## src/rtl/multicycle_ctrl_if.sv

```systemverilog
// rtl/multicycle_ctrl_if.sv - control bus between the multicycle main FSM and its datapath
interface multicycle_ctrl_if #(
    parameter int CNT_W = 32
);
    logic [5:0]       i_opcode;
    logic             i_mem_ready;
    logic             o_IRWrite;
    logic             o_PCWrite;
    logic             o_PCWriteCond;
    logic             o_IorD;
    logic             o_MemRead;
    logic             o_MemWrite;
    logic             o_MemtoReg;
    logic             o_RegDst;
    logic             o_RegWrite;
    logic             o_ALUSrcA;
    logic [1:0]       o_ALUSrcB;
    logic [1:0]       o_ALUOp;
    logic [1:0]       o_PCSource;
    logic [3:0]       o_state;
    logic             o_illegal;
    logic [CNT_W-1:0] o_retired;

    // Controller side: consumes opcode/ready, produces strobes and selects
    modport master (
        input  i_opcode, i_mem_ready,
        output o_IRWrite, o_PCWrite, o_PCWriteCond, o_IorD, o_MemRead, o_MemWrite,
               o_MemtoReg, o_RegDst, o_RegWrite, o_ALUSrcA, o_ALUSrcB, o_ALUOp,
               o_PCSource, o_state, o_illegal, o_retired
    );

    // Datapath side: the mirror image of the controller view
    modport slave (
        output i_opcode, i_mem_ready,
        input  o_IRWrite, o_PCWrite, o_PCWriteCond, o_IorD, o_MemRead, o_MemWrite,
               o_MemtoReg, o_RegDst, o_RegWrite, o_ALUSrcA, o_ALUSrcB, o_ALUOp,
               o_PCSource, o_state, o_illegal, o_retired
    );
endinterface

```

## src/rtl/multicycle_ctrl.sv

```systemverilog
// rtl/multicycle_ctrl.sv - Moore main control FSM for the multicycle CPU
module multicycle_ctrl #(
    parameter int MEM_WAIT_EN = 1,
    parameter int CNT_W       = 32
) (
    input  logic                    i_clk,
    input  logic                    i_rst,
    multicycle_ctrl_if.master       bus
);
    localparam logic [5:0] OP_RTYPE = 6'b000000;
    localparam logic [5:0] OP_LW    = 6'b100011;
    localparam logic [5:0] OP_SW    = 6'b101011;
    localparam logic [5:0] OP_BEQ   = 6'b000100;
    localparam logic [5:0] OP_ADDI  = 6'b001000;
    localparam logic [5:0] OP_J     = 6'b000010;

    typedef enum logic [3:0] {
        S_FETCH  = 4'd0,
        S_DECODE = 4'd1,
        S_MEMADR = 4'd2,
        S_MEMRD  = 4'd3,
        S_MEMWB  = 4'd4,
        S_MEMWR  = 4'd5,
        S_EXEC   = 4'd6,
        S_ALUWB  = 4'd7,
        S_BRANCH = 4'd8,
        S_ADDIEX = 4'd9,
        S_ADDIWB = 4'd10,
        S_JUMP   = 4'd11
    } state_t;

    state_t           r_state;
    logic [CNT_W-1:0] r_retired;

    state_t     w_next_state;
    logic       w_retire;
    logic       w_illegal;
    logic       w_ready;
    logic       w_irwrite;
    logic       w_pcwrite;
    logic       w_pcwritecond;
    logic       w_memread;
    logic       w_memwrite;
    logic       w_regwrite;
    logic       w_iord;
    logic       w_memtoreg;
    logic       w_regdst;
    logic       w_alusrca;
    logic [1:0] w_alusrcb;
    logic [1:0] w_aluop;
    logic [1:0] w_pcsource;

    // With waiting disabled the memory is assumed to complete every access in one cycle
    assign w_ready = (MEM_WAIT_EN != 0) ? bus.i_mem_ready : 1'b1;

    // Next-state selection, retire detection and illegal-opcode detection
    always_comb begin
        w_next_state = S_FETCH;
        w_retire     = 1'b0;
        w_illegal    = 1'b0;
        case (r_state)
            S_FETCH:  w_next_state = w_ready ? S_DECODE : S_FETCH;
            S_DECODE: begin
                case (bus.i_opcode)
                    OP_RTYPE:      w_next_state = S_EXEC;
                    OP_LW, OP_SW:  w_next_state = S_MEMADR;
                    OP_BEQ:        w_next_state = S_BRANCH;
                    OP_ADDI:       w_next_state = S_ADDIEX;
                    OP_J:          w_next_state = S_JUMP;
                    default: begin
                        w_next_state = S_FETCH;
                        w_illegal    = 1'b1;
                    end
                endcase
            end
            // Only lw/sw reach MEMADR and the IR still holds the opcode
            S_MEMADR: w_next_state = (bus.i_opcode == OP_SW) ? S_MEMWR : S_MEMRD;
            S_MEMRD:  w_next_state = w_ready ? S_MEMWB : S_MEMRD;
            S_MEMWB:  w_retire = 1'b1;
            S_MEMWR: begin
                w_next_state = w_ready ? S_FETCH : S_MEMWR;
                w_retire     = w_ready;
            end
            S_EXEC:   w_next_state = S_ALUWB;
            S_ALUWB:  w_retire = 1'b1;
            S_BRANCH: w_retire = 1'b1;
            S_ADDIEX: w_next_state = S_ADDIWB;
            S_ADDIWB: w_retire = 1'b1;
            S_JUMP:   w_retire = 1'b1;
            default:  w_next_state = S_FETCH;
        endcase
    end

    // Moore decode of strobes and mux selects from the current state
    always_comb begin
        w_irwrite     = 1'b0;
        w_pcwrite     = 1'b0;
        w_pcwritecond = 1'b0;
        w_memread     = 1'b0;
        w_memwrite    = 1'b0;
        w_regwrite    = 1'b0;
        w_iord        = 1'b0;
        w_memtoreg    = 1'b0;
        w_regdst      = 1'b0;
        w_alusrca     = 1'b0;
        w_alusrcb     = 2'b00;
        w_aluop       = 2'b00;
        w_pcsource    = 2'b00;
        case (r_state)
            S_FETCH: begin
                w_memread = 1'b1;
                w_alusrcb = 2'b01;
                // IR and PC load only on the completing cycle so each fires once per fetch
                w_irwrite = w_ready;
                w_pcwrite = w_ready;
            end
            S_DECODE: w_alusrcb = 2'b11;
            S_MEMADR: begin
                w_alusrca = 1'b1;
                w_alusrcb = 2'b10;
            end
            S_MEMRD: begin
                w_memread = 1'b1;
                w_iord    = 1'b1;
            end
            S_MEMWB: begin
                w_regwrite = 1'b1;
                w_memtoreg = 1'b1;
            end
            S_MEMWR: begin
                w_memwrite = 1'b1;
                w_iord     = 1'b1;
            end
            S_EXEC: begin
                w_alusrca = 1'b1;
                w_aluop   = 2'b10;
            end
            S_ALUWB: begin
                w_regwrite = 1'b1;
                w_regdst   = 1'b1;
            end
            S_BRANCH: begin
                w_alusrca     = 1'b1;
                w_aluop       = 2'b01;
                w_pcwritecond = 1'b1;
                w_pcsource    = 2'b01;
            end
            S_ADDIEX: begin
                w_alusrca = 1'b1;
                w_alusrcb = 2'b10;
            end
            S_ADDIWB: w_regwrite = 1'b1;
            S_JUMP: begin
                w_pcwrite  = 1'b1;
                w_pcsource = 2'b10;
            end
            default: ;
        endcase
    end

    // Strobes are masked by reset combinationally so they drop without waiting for a clock
    assign bus.o_IRWrite     = w_irwrite     & ~i_rst;
    assign bus.o_PCWrite     = w_pcwrite     & ~i_rst;
    assign bus.o_PCWriteCond = w_pcwritecond & ~i_rst;
    assign bus.o_MemRead     = w_memread     & ~i_rst;
    assign bus.o_MemWrite    = w_memwrite    & ~i_rst;
    assign bus.o_RegWrite    = w_regwrite    & ~i_rst;
    assign bus.o_illegal     = w_illegal     & ~i_rst;
    assign bus.o_IorD        = w_iord;
    assign bus.o_MemtoReg    = w_memtoreg;
    assign bus.o_RegDst      = w_regdst;
    assign bus.o_ALUSrcA     = w_alusrca;
    assign bus.o_ALUSrcB     = w_alusrcb;
    assign bus.o_ALUOp       = w_aluop;
    assign bus.o_PCSource    = w_pcsource;
    assign bus.o_state       = r_state;
    assign bus.o_retired     = r_retired;

    // State register and retired-instruction counter (wraps naturally at CNT_W bits)
    always_ff @(posedge i_clk or posedge i_rst) begin
        if (i_rst) begin
            r_state   <= S_FETCH;
            r_retired <= '0;
        end else begin
            r_state <= w_next_state;
            if (w_retire) begin
                r_retired <= r_retired + 1'b1;
            end
        end
    end
endmodule

```

## src/flat_wrapper.sv

```systemverilog
// flat-port wrapper written by rule: the top's interface ports become plain ports
module multicycle_ctrl_flat 
#(
    parameter int MEM_WAIT_EN = 1,
    parameter int CNT_W       = 32
)
  (i_clk, i_rst, bus_i_opcode, bus_i_mem_ready, bus_o_IRWrite, bus_o_PCWrite, bus_o_PCWriteCond, bus_o_IorD, bus_o_MemRead, bus_o_MemWrite, bus_o_MemtoReg, bus_o_RegDst, bus_o_RegWrite, bus_o_ALUSrcA, bus_o_ALUSrcB, bus_o_ALUOp, bus_o_PCSource, bus_o_state, bus_o_illegal, bus_o_retired);
  multicycle_ctrl_if #(.CNT_W(CNT_W)) bus_i ();
  input  logic i_clk;
  input  logic i_rst;
  input wire logic [$bits(bus_i.i_opcode)-1:0] bus_i_opcode;
  input wire logic [$bits(bus_i.i_mem_ready)-1:0] bus_i_mem_ready;
  output wire logic [$bits(bus_i.o_IRWrite)-1:0] bus_o_IRWrite;
  output wire logic [$bits(bus_i.o_PCWrite)-1:0] bus_o_PCWrite;
  output wire logic [$bits(bus_i.o_PCWriteCond)-1:0] bus_o_PCWriteCond;
  output wire logic [$bits(bus_i.o_IorD)-1:0] bus_o_IorD;
  output wire logic [$bits(bus_i.o_MemRead)-1:0] bus_o_MemRead;
  output wire logic [$bits(bus_i.o_MemWrite)-1:0] bus_o_MemWrite;
  output wire logic [$bits(bus_i.o_MemtoReg)-1:0] bus_o_MemtoReg;
  output wire logic [$bits(bus_i.o_RegDst)-1:0] bus_o_RegDst;
  output wire logic [$bits(bus_i.o_RegWrite)-1:0] bus_o_RegWrite;
  output wire logic [$bits(bus_i.o_ALUSrcA)-1:0] bus_o_ALUSrcA;
  output wire logic [$bits(bus_i.o_ALUSrcB)-1:0] bus_o_ALUSrcB;
  output wire logic [$bits(bus_i.o_ALUOp)-1:0] bus_o_ALUOp;
  output wire logic [$bits(bus_i.o_PCSource)-1:0] bus_o_PCSource;
  output wire logic [$bits(bus_i.o_state)-1:0] bus_o_state;
  output wire logic [$bits(bus_i.o_illegal)-1:0] bus_o_illegal;
  output wire logic [$bits(bus_i.o_retired)-1:0] bus_o_retired;
  assign bus_i.i_opcode = bus_i_opcode;
  assign bus_i.i_mem_ready = bus_i_mem_ready;
  assign bus_o_IRWrite = bus_i.o_IRWrite;
  assign bus_o_PCWrite = bus_i.o_PCWrite;
  assign bus_o_PCWriteCond = bus_i.o_PCWriteCond;
  assign bus_o_IorD = bus_i.o_IorD;
  assign bus_o_MemRead = bus_i.o_MemRead;
  assign bus_o_MemWrite = bus_i.o_MemWrite;
  assign bus_o_MemtoReg = bus_i.o_MemtoReg;
  assign bus_o_RegDst = bus_i.o_RegDst;
  assign bus_o_RegWrite = bus_i.o_RegWrite;
  assign bus_o_ALUSrcA = bus_i.o_ALUSrcA;
  assign bus_o_ALUSrcB = bus_i.o_ALUSrcB;
  assign bus_o_ALUOp = bus_i.o_ALUOp;
  assign bus_o_PCSource = bus_i.o_PCSource;
  assign bus_o_state = bus_i.o_state;
  assign bus_o_illegal = bus_i.o_illegal;
  assign bus_o_retired = bus_i.o_retired;
  multicycle_ctrl #(.MEM_WAIT_EN(MEM_WAIT_EN), .CNT_W(CNT_W)) u_core (.i_clk(i_clk), .i_rst(i_rst), .bus(bus_i));
endmodule
```

## config.mk

```make
export PLATFORM = sky130hd
export DESIGN_NAME = multicycle_ctrl_flat
export DESIGN_NICKNAME = d
export VERILOG_FILES = /design/src/rtl/multicycle_ctrl_if.sv /design/src/rtl/multicycle_ctrl.sv /design/src/flat_wrapper.sv
export SDC_FILE = /design/constraint.sdc
export NUM_CORES = 1
export LEC_CHECK = 0
export CAP_MARGIN = 20
export CORE_MARGIN = 5
export CORE_UTILIZATION = 50
export DETAILED_ROUTE_END_ITERATION = 8
export GPL_TIMING_DRIVEN = 0
export PLACE_DENSITY = 0.83
export SLEW_MARGIN = 20
export SYNTH_ARGS = -nofsm -noshare
export SYNTH_HDL_FRONTEND = slang
export SYNTH_SLANG_ARGS = --single-unit
```

## constraint.sdc

```tcl
create_clock -name i_clk -period 3.9 [get_ports i_clk]
set_clock_uncertainty 0.15 [all_clocks]
set_input_delay 0.585 -clock i_clk [delete_from_list [all_inputs] [get_ports i_clk]]
set_output_delay 0.585 -clock i_clk [all_outputs]
set_load 0.1 [all_outputs]
```

==> results.json, run 1 <==
{
  "hp-class": "flip-flop to flip-flop",
  "pwr-share-comb": 0.600,
  "setup.worst_path.start": "bus_i_opcode[2]",
  "path_cells": "clkdlybuf4s50_1 > xor2_1 > o21ai_0 > nor4_1 > nor4_4 > clkdlybuf4s50_1",
  "final_cell_area_um2": 2810,
  "area_growth_pct": 40.7,
  "grt-ovfl-total": 0,
  "ff2ff_setup_slack_ns": 1.57,
  "p_int_uw": 868,
  "antenna_found_initial": 0,
  "synth-main-ff-cell": "dfrtp_1",
  "endpoint": "bus_o_illegal",
  "drv_slew": 0,
  "worstSetupStartpointType": "primary input",
  "ys_warn_count": 0,
  "vias": 1780,
  "power_leakage_uw": 0.00125,
  "post_drt_wl_per_cell_um": 15.0,
  "async_reset_ff_frac": 1.00,
  "worst_r2r_startpoint": "u_core.bus.o_state[3]",
  "nets": 284,
  "io_buffer_count": 60,
  "synth_cell_types": 39,
  "cp_max_fo": 4,
  "die_h_um": 73.2,
  "first_pass_iters": 4,
  "drive_above_1_share": 0.0945,
  "max_stage_delay_ns": 0.99,
  "die-area_um2": 5350,
  "synth-seq-cells": 36,
  "irDropWorstVdd_uv": 800,
  "fmax_mhz": 271,
  "die_x_um": 73.2,
  "clk_pin_slew_ns": 0.08,
  "cts_num_sinks": 36,
  "start_util": 0.506,
  "crit_family": "buffers and inverters",
  "ant_nets": 0,
  "crit_top_cell": "clkdlybuf4s50_1",
  "worst_slew_pin_slew_ns": 1.01,
  "critPathCaptureType": "primary output",
  "crit_required_ns": 3.16,
  "core_area_um2": 3940,
  "outcome": "completed",
  "cp_slowest_cell": "clkdlybuf4s50_1",
  "grt_pass1_vias": 1726,
  "ios": 62,
  "htree_levels": 2,
  "maxCapViolCount": 0,
  "pwr-share-clk": 0.167,
  "hpwl_um": 3600,
  "wirelength_um": 4890,
  "vias_per_cell": 5.48,
  "num_rows": 23,
  "power.total_uw": 1950,
  "tritoncts": "done",
  "fillers": 304,
  "period_share": 0.946,
  "clk_latency_ns": 0.29,
  "drc": 0,
  "grt_max_degree": 38,
  "r2r-end": "u_core.bus.o_retired[14]",
  "worst-setup-path-type": "primary input to primary output",
  "cts_made_buffers": 5,
  "whs_ns": 0.327,
  "cts.path.max_buffers": 2,
  "worst_ep_arrival_time_ns": 2.95,
  "synth_nets": 217,
  "syn_area_um2": 1990,
  "max_slew_margin": 0.327,
  "cts_setup_buffers": 0,
  "drt-initial-drc-count": 135,
  "grt_pass1_wl_um": 8240,
  "switchingPower_uw": 1090,
  "gp_congestion": 0.879,
  "hold_viol": 0,
  "cp_num_cells": 6,
  "layout_min_cycle_time_ns": 3.69,
  "synth_edf_count": 0,
  "power_density_nw_per_um2": 697,
  "syn_area_per_cell_um2": 9.63,
  "pwr-share-seq": 0.234,
  "seq_area_frac_synth": 0.452,
  "cp_num_buf_inv": 2,
  "synthCells": 207,
  "diodes": 0,
  "gr-usage-all-layers": 0.196,
  "swShare": 0.556,
  "root_buffer": "clkbuf_8",
  "rsz0062_at_grt": "no",
  "r2r_cells": 6,
  "setup_viol": 0,
  "place_area_um2": 2700
}
[worst min-delay path by stage]
stage	start	to	slack (ns)	cells past startpoint
CTS	u_core.bus.o_retired[31]	u_core.bus.o_retired[31]	0.33	1
floorplan	i_rst	u_core.bus.o_retired[0]	0.61	1
global route	u_core.bus.o_retired[31]	u_core.bus.o_retired[31]	0.35	1
finish	u_core.bus.o_retired[31]	u_core.bus.o_retired[31]	0.33	1
global placement	u_core.bus.o_retired[31]	u_core.bus.o_retired[31]	0.31	1
detailed placement	u_core.bus.o_retired[31]	u_core.bus.o_retired[31]	0.31	1
[routing by layer]
layer | track usage | vias to the layer above | wire, um
li1 | - | 857 | -
met4 | 0.0697 | 0 | 65
met1 | 0.265 | 846 | 2130
met5 | 0 | - | 0
met3 | 0.0413 | 9 | 319
met2 | 0.311 | 68 | 2370
[power groups by stage]
stage | clock network, uW | registers (uW) | logic (uW)
2_1_floorplan | 0 | 722 | 654
3_3_place_gp | 0 | 462 | 1160
3_5_place_dp | 0 | 464 | 1170
4_1_cts | 334 | 457 | 1170
5_1_grt | 349 | 467 | 1220
6_report | 326 | 457 | 1170
[cell families after synthesis]
logic type      share of synthesized area
compound gates                     0.0609
xor+xnor                            0.149
fa+ha+maj                         0.00627
buf+inv                            0.0364
flops                               0.452
mux                                0.0107
simple gates                        0.285
[worst register-to-register path, cell delays in order, from the launching register on]
cell      delay, ns
dfrtp_1        0.39
buf_6          0.14
nand2b_1       0.26
o21a_1         0.29
or4b_2         0.70
nor2_1         0.18
xor2_1         0.16
[stage by stage]
stage	cells	util	TNS, ns	setup slack (ns)
after floorplan	207	-	-1.65	-0.743
after global placement	317	0.684	-0.385	-0.385
after detailed placement	317	0.684	0	0.0702
after CTS	325	0.711	0	0.0684
after global routing	325	0.712	0	0.0992
final	325	0.712	0	0.212
[Yosys cell counts (2+ instances only)]
| library cell | count | area [um2] |
|---|---|---|
| a21oi_1 | 4 | 20.0 |
| and3_1 | 8 | 50.1 |
| buf_6 | 3 | 33.8 |
| clkbuf_1 | 5 | 18.8 |
| dfrtp_1 | 36 | 901 |
| inv_1 | 4 | 15.0 |
| nand2_1 | 16 | 60.1 |
| nand2b_1 | 4 | 25.0 |
| nand3_1 | 15 | 75.1 |
| nand4_1 | 3 | 18.8 |
| nor2_1 | 20 | 75.1 |
| nor2b_1 | 4 | 25.0 |
| nor3_1 | 16 | 80.1 |
| nor3_2 | 3 | 30.0 |
| nor4_1 | 4 | 25.0 |
| o21ai_0 | 6 | 30.0 |
| o31ai_1 | 2 | 15.0 |
| xnor2_1 | 12 | 105 |
| xor2_1 | 22 | 193 |
[area by class of cell]
cell class	count	area, um2	share of cell area
buffer	9	57.6	0.0205
clock buffer	6	72.6	0.0259
clock inverter	2	35.0	0.0125
inverter	4	17.5	0.00624
multi-input combinational	158	1060	0.378
sequential	36	901	0.321
tap	50	62.6	0.0223
timing repair buffer	60	601	0.214
[registers in the layout, indices dropped and copies added (netlist names)]
register / count
u_core.bus.o_state: 4
u_core.bus.o_retired: 32
[layout by cell type, fill, tap and decap left out, types with 2 or more instances in the layout]
cell	count
a21oi_1	4
and3_1	8
buf_6	3
clkbuf_1	6
clkbuf_8	5
clkdlybuf4s50_1	60
dfrtp_1	36
inv_1	3
nand2_1	16
nand2b_1	4
nand3_1	15
nand4_1	3
nor2_1	19
nor2b_1	4
nor3_1	14
nor3_2	5
nor4_1	2
nor4_4	2
o21ai_0	6
o31ai_1	2
xnor2_1	12
xor2_1	22
[what timing repair did]
action / CTS / global route
resized for setup: 0 / 2
endpoints found under the hold margin: 0 / 0
setup endpoints to repair: 0 / 1
hold buffers: 0 / 0
Note: power is estimated with default switching activity, not from simulation.
==> run 2, diff against run 1 <==
--- a/config.mk
+++ b/config.mk
@@ -5,6 +5,7 @@
 export SDC_FILE = /design/constraint.sdc
 export NUM_CORES = 1
 export LEC_CHECK = 0
+export ABC_CLOCK_PERIOD_IN_PS = 3900
 export CAP_MARGIN = 20
 export CORE_MARGIN = 5
 export CORE_UTILIZATION = 50
==> results of run 2 <==
No change in the layout: final DEF, timing and power equal those of run 1.
==> run 3, diff against run 2 <==
--- a/config.mk
+++ b/config.mk
@@ -12,7 +12,7 @@
 export DETAILED_ROUTE_END_ITERATION = 8
 export GPL_TIMING_DRIVEN = 0
 export PLACE_DENSITY = 0.83
-export SLEW_MARGIN = 20
+export SLEW_MARGIN = 25
 export SYNTH_ARGS = -nofsm -noshare
 export SYNTH_HDL_FRONTEND = slang
 export SYNTH_SLANG_ARGS = --single-unit
==> results of run 3 <==
No change in the layout: final DEF, timing and power equal those of run 1.
